$ cat src/rtl/mem_arbiter.sv
// Arbiter sharing one RAM port between instruction fetch and data load/store.
// Optional stall counters are built when MEM_ARBITER_STALL_CNT_EN is defined.
module mem_arbiter #(
  parameter int ADDR_W      = 32,
  parameter int DATA_W      = 32,
  parameter int MAX_DSTREAK = 4,
  parameter int SCNT_W      = 32
) (
  input  logic              CLK,
  input  logic              nRST,
  input  logic              iREN,
  input  logic [ADDR_W-1:0] iaddr,
  input  logic              dREN,
  input  logic              dWEN,
  input  logic [ADDR_W-1:0] daddr,
  input  logic [DATA_W-1:0] dstore,
  input  logic [DATA_W-1:0] ramload,
  input  logic              ram_ready,
  output logic              iwait,
  output logic [DATA_W-1:0] iload,
  output logic              dwait,
  output logic [DATA_W-1:0] dload,
  output logic              ramREN,
  output logic              ramWEN,
  output logic [ADDR_W-1:0] ramaddr,
  output logic [DATA_W-1:0] ramstore,
  output logic [SCNT_W-1:0] istall_cnt,
  output logic [SCNT_W-1:0] dstall_cnt
);

  typedef enum logic [1:0] {IDLE, I_ACC, D_ACC} state_t;

  localparam int              DS_W   = $clog2(MAX_DSTREAK + 1);
  localparam logic [DS_W-1:0] DS_MAX = DS_W'(MAX_DSTREAK);

  state_t          state;
  logic [DS_W-1:0] dstreak;
  logic            d_req;
  logic            i_done;
  logic            d_done;
  logic            d_grant;

  assign d_req   = dREN | dWEN;
  assign i_done  = (state == I_ACC) && ram_ready;
  assign d_done  = (state == D_ACC) && ram_ready;
  assign d_grant = d_req && !(iREN && (dstreak == DS_MAX));

  assign iwait = iREN & ~i_done;
  assign dwait = d_req & ~d_done;
  assign iload = i_done ? ramload : '0;
  assign dload = d_done ? ramload : '0;

  // The RAM-side outputs double as the grant-time latches; they are cleared
  // on completion so the RAM port is quiet (all zero) whenever we sit in IDLE.
  always_ff @(posedge CLK or negedge nRST) begin
    if (!nRST) begin
      state    <= IDLE;
      dstreak  <= '0;
      ramREN   <= 1'b0;
      ramWEN   <= 1'b0;
      ramaddr  <= '0;
      ramstore <= '0;
    end else begin
      case (state)
        IDLE: begin
          if (d_grant) begin
            state    <= D_ACC;
            ramaddr  <= daddr;
            ramstore <= dstore;
            ramREN   <= dREN & ~dWEN;
            ramWEN   <= dWEN;
          end else if (iREN) begin
            state    <= I_ACC;
            ramaddr  <= iaddr;
            ramstore <= '0;
            ramREN   <= 1'b1;
            ramWEN   <= 1'b0;
          end
        end
        I_ACC: begin
          if (ram_ready) begin
            state    <= IDLE;
            dstreak  <= '0;
            ramREN   <= 1'b0;
            ramWEN   <= 1'b0;
            ramaddr  <= '0;
            ramstore <= '0;
          end
        end
        D_ACC: begin
          if (ram_ready) begin
            state    <= IDLE;
            ramREN   <= 1'b0;
            ramWEN   <= 1'b0;
            ramaddr  <= '0;
            ramstore <= '0;
            if (!iREN)
              dstreak <= '0;
            else if (dstreak != DS_MAX)
              dstreak <= dstreak + DS_W'(1);
          end
        end
        default: begin
          state  <= IDLE;
          ramREN <= 1'b0;
          ramWEN <= 1'b0;
        end
      endcase
    end
  end

`ifdef MEM_ARBITER_STALL_CNT_EN
  // Saturating per-requester stall counters.
  always_ff @(posedge CLK or negedge nRST) begin
    if (!nRST) begin
      istall_cnt <= '0;
      dstall_cnt <= '0;
    end else begin
      if (iwait && (istall_cnt != {SCNT_W{1'b1}}))
        istall_cnt <= istall_cnt + SCNT_W'(1);
      if (dwait && (dstall_cnt != {SCNT_W{1'b1}}))
        dstall_cnt <= dstall_cnt + SCNT_W'(1);
    end
  end
`else
  assign istall_cnt = '0;
  assign dstall_cnt = '0;
`endif

endmodule

$ cat config.mk
export PLATFORM = sky130hd
export DESIGN_NAME = mem_arbiter
export DESIGN_NICKNAME = d
export VERILOG_FILES = /design/src/rtl/mem_arbiter.sv
export SDC_FILE = /design/constraint.sdc
export NUM_CORES = 1
export LEC_CHECK = 0
export ABC_AREA = 1
export CORE_AREA = 5 5 125 127
export CTS_BUF_LIST = sky130_fd_sc_hd__clkbuf_4 sky130_fd_sc_hd__clkbuf_8
export DETAILED_ROUTE_END_ITERATION = 8
export DIE_AREA = 0 0 130 132
export PLACE_DENSITY_LB_ADDON = 0.1
export SLEW_MARGIN = 40
export SYNTH_ARGS = -nofsm -noshare
export SYNTH_HDL_FRONTEND = slang
export SYNTH_SLANG_ARGS = --single-unit
$ cat constraint.sdc
create_clock -name CLK -period 1.7 [get_ports CLK]
set_input_delay 0.17 -clock CLK [delete_from_list [all_inputs] [get_ports CLK]]
set_output_delay 0.17 -clock CLK [all_outputs]
set_load 0.05 [all_outputs]
==> results.md <==
Placement:
- The port buffer count is 265.
- Once detailed placement completed, the half-perimeter wirelength came to 13.0 mm.
- Routability-driven placement finished with a final weighted congestion of between 0.8 and 0.9.
- The total placed cells including tap cells is 1101.

Yosys:
- The simple-gate area share of the yosys netlist is 36.5%.
- The Yosys warning count is 0.
- The xor-xnor portion of the synthesized cell area is 0.196%.
- In this run, distinct cell masters in the synthesized netlist total 21.
- The mean instance size in the synthesized netlist is 6.70 µm².
- Ranked by total cell area, the synthesized netlist is headed by sky130_fd_sc_hd__dfrtp_1, sky130_fd_sc_hd__nand2_1, sky130_fd_sc_hd__buf_4.
- In this run, synthesis produced a sequential element count of 71.
- Of all flip-flops after synthesis, the portion carrying an async set or reset was 100%.
- The number of enable flip-flop cells after synthesis is 0.
- Of the total synthesized cell area, the portion taken by full adders, half adders and majority gates is 1.40%.
- Ranked by instance count, the synthesized netlist is headed by sky130_fd_sc_hd__nand2_1, sky130_fd_sc_hd__nor2_1, sky130_fd_sc_hd__buf_4, sky130_fd_sc_hd__dfrtp_1, sky130_fd_sc_hd__inv_1.
- The netlist area before placement is 0.00447 mm².
- The cell count after synthesis is about 670.
- The fraction of the mapped netlist area in compound gates is around 1.1%.
- The largest family of logic cells by synthesized area is simple AND/OR/NAND/NOR gates.
- In the post-synthesis netlist, the cell with the most instances is sky130_fd_sc_hd__nand2_1.
- Summed over all instances, the cell type with the most area after synthesis is sky130_fd_sc_hd__dfrtp_1.
- The mux cell area share after synthesis is 0%.
- The area fraction of the dominant cell type after synthesis is 39.8%.
- The share of the Yosys chip area taken by registers is 39.8%.
- The most used flip-flop cell after synthesis is sky130_fd_sc_hd__dfrtp_1.

Clocking:
- No sink is reached through more buffers than the 2 on the longest clock path.
- The CTS H-tree depth is 3.
- In this run the clock root is driven by a sky130_fd_sc_hd__clkbuf_8.
- The number of buffers created by CTS is 9.
- Clock tree synthesis found a total of between 70 and 80 sinks.
- The clock tree from TritonCTS is built.
- The source-to-sink clock delay at the later pin of the worst-skew pair is 350 ps.
- The clock-pin slew of the registers on the worst-case setup and hold paths is roughly 80 ps.

GRT:
- After global routing, the most crowded layer is met2.
- The initial antenna violation count is 2.
- The first-pass GRT wire length is approximately 26 mm.
- The aggregate global routing overflow is 0.
- The pin count of the biggest net entering global routing is 52.
- The global-route track usage on met2 is 37.2%.
- The number of global-route vias before repair came to roughly 4500.
- The global-route track usage on met3 is 4.74%.
- The global-route usage over all layers is 19.9%.
- The fraction of met1 tracks used by global routing is 21.5%.

Floorplan:
- The horizontal extent of the die is 130 µm.
- The floorplan step defined a core boundary enclosing 0.0143 mm².
- The standard-cell row count is between 40 and 50.
- The full die area is 0.0172 mm².
- The y dimension of the die is 132 µm.
- The I/O pin count is 330.
- The effective utilization at floorplan is 31.2%.

Worst setup path:
- STA classifies the critical path endpoint as a primary output.
- The worst setup path category is flip-flop to primary output.
- Traced cell by cell, the critical path runs through buf_6 -> ha_4 -> nand2_8 -> buf_16 -> nor2_4 -> buf_12.
- Along the worst path, the maximum fanout reaches 8.
- The required time of the critical path is 1530 ps.
- For this run, the slowest stage of the critical path takes 410 ps.
- STA puts the critical path data arrival time at around 1600 ps.
- Counting both buffers and inverters, the worst setup path holds a total of 3.
- The slowest stage of the critical path is the sky130_fd_sc_hd__dfrtp_1 cell.
- The nature of the critical path startpoint is a flip-flop.
- The kind of cell with the highest combined delay along the critical path is buffers and inverters.

STA:
- The number of failing hold endpoints at the final stage is 0.
- The number of pins with negative max-slew slack in the final report is 0.
- The final clock skew is 14.7 ps.
- Setup slack on the critical path of the routed design comes to -53.8 ps.
- Counting I/O delays and the setup requirement, the final critical path takes between 1500 and 2000 ps.
- The setup TNS after final layout is -2690 ps.
- At the pin with the least slew margin, the transition time is 505 ps.
- Setup repair after global routing could not meet its margin everywhere.
- The headroom to the max-slew limit is 66.3%.
- Static timing analysis puts the maximum clock frequency at between 500 and 600 MHz.
- Setup violations remaining at the end of the flow were counted as 86.
- The period utilization is 103%.

Outcome:
- The final reports fail on setup timing.
- The run finished, with violations left.

Route:
- The routed wirelength normalized by instance count is 16.1 µm.
- The routed via count divided by cell count is 4.21.
- The final layout contains routed wiring with a total length of 18.3 mm.
- The count of nets left with antenna violations once routing finished came out at 0.
- The routed layout has 4767 vias.
- The total DRC errors in the routed layout is 0.
- The detailed-routing iteration count for the pre-antenna-repair pass is 4.
- The DRC marker count from the first detailed-route iteration is 118.

Worst hold path:
- The kind of path behind the tightest hold check is input pin to asynchronous set/reset pin.

Cells and area:
- The post-route non-filler standard cell count is 1133.
- The post-synthesis to final-layout area growth is 94.4%.
- After the last flow step, the layout net total stands at 1080.
- The ratio of cells with drive above 1 in the final layout is 26.3%.

Pwr:
- The power per cell area is 1370 mW/mm².
- For this design the static power due to leakage is 4.45 nW.
- The worst IR drop on VDD is about 0.00074 V.

Run:
- Across the run, the number of max-cap violations was 0.
[final timing paths]
kind	from	endpoint	slack [ps]	depth (start not counted)
worst min-delay path	nRST	ramstore[20]	250	2
worst min register to register	ramstore[17]	ramstore[17]	480	2
max in group asynchronous	nRST	ramaddr[13]	810	3
min in group CLK	dstore[11]	ramstore[11]	420	5
worst max register to register	state[0]	ramstore[8]	-30	8
worst max-delay path	state[0]	iload[18]	-50	6
[per-stage QoR]
step | worst slack, ps | hold WS [ps] | power, W | area (µm²) | util, %
floorplan | -72.9 | -126 | 0.00703 | 4720 | -
global placement | 89.4 | 80.3 | 0.00965 | 7690 | 53.7
detailed placement | 76.0 | 79.7 | 0.00970 | 7690 | 53.7
CTS | -66.8 | 227 | 0.0115 | 8500 | 59.4
global route | -121 | 251 | 0.0126 | 8680 | 60.6
finish | -53.8 | 251 | 0.0119 | 8680 | 60.7
[placed cells by master (no fill, tap or decap)]
master,instances
sky130_fd_sc_hd__buf_16,6
sky130_fd_sc_hd__nand2_8,2
sky130_fd_sc_hd__nand2_1,270
sky130_fd_sc_hd__buf_12,74
sky130_fd_sc_hd__o21ai_0,8
sky130_fd_sc_hd__inv_6,2
sky130_fd_sc_hd__buf_4,66
sky130_fd_sc_hd__buf_6,4
sky130_fd_sc_hd__clkinv_2,2
sky130_fd_sc_hd__clkdlybuf4s50_1,132
sky130_fd_sc_hd__nand3_1,34
sky130_fd_sc_hd__dlygate4sd2_1,8
sky130_fd_sc_hd__nand3_4,1
sky130_fd_sc_hd__inv_2,5
sky130_fd_sc_hd__or2_1,1
sky130_fd_sc_hd__clkbuf_8,10
sky130_fd_sc_hd__dfrtp_1,71
sky130_fd_sc_hd__diode_2,3
sky130_fd_sc_hd__clkinvlp_4,2
sky130_fd_sc_hd__clkbuf_16,3
sky130_fd_sc_hd__ha_4,2
sky130_fd_sc_hd__nor2_1,32
sky130_fd_sc_hd__nor2_8,1
sky130_fd_sc_hd__dlymetal6s2s_1,1
sky130_fd_sc_hd__nand2_2,2
sky130_fd_sc_hd__nor2_4,64
sky130_fd_sc_hd__inv_1,69
sky130_fd_sc_hd__a21oi_1,2
sky130_fd_sc_hd__nor2_2,1
sky130_fd_sc_hd__xnor2_1,1
sky130_fd_sc_hd__ha_1,3
sky130_fd_sc_hd__nand3_2,2
sky130_fd_sc_hd__dlygate4sd3_1,1
sky130_fd_sc_hd__conb_1,64
[where the power goes]
group	internal, W	total (W)	switching [W]
logic	0.00288	0.00813	0.00525
registers	0.00222	0.00249	0.000270
clock network	0.000575	0.00127	0.000693
[cells by family (layout without fill, tap and decap cells)]
kind of cell / count (synthesis) / count (layout)
fa+ha+maj: 5 / 5
other cells: 1 / 67
simple gates: 410 / 410
compound gates: 10 / 10
buf+inv: 169 / 385
xor+xnor: 1 / 1
flops: 71 / 71
[final cells by class]
type / instances / area (µm²)
inverters: 74 / 278
fillers: 1307 / 5630
clock inverters: 6 / 42.5
clock buffers: 10 / 138
repair buffers: 295 / 3680
well taps: 184 / 230
flip-flops and latches: 71 / 1780
diodes: 3 / 7.51
multi-input cells: 490 / 2530
[state kept, by name, indices dropped and copies added, names as in the netlist]
signal,cells
state,2
ramREN,1
ramstore,32
ramWEN,1
dstreak,3
ramaddr,32
[metal layers]
layer  vias up  part of all wire, %
met5         -                    0
met4         0                  2.8
met3        24                  6.8
met2       186                   54
met1      2165                   36
li1       2392                    -
[what timing repair did]
| item | in CTS | in global routing |
|---|---|---|
| buffers inserted | 2 | 1 |
| endpoints found under the hold margin | 39 | 0 |
| pin swaps | 1 | 0 |
| cloned | 6 | 4 |
| hold buffers | 1 | 0 |
| resized for setup | 134 | 18 |
| endpoints found under the setup margin | 72 | 119 |
Power figures use the tool's default switching activity.
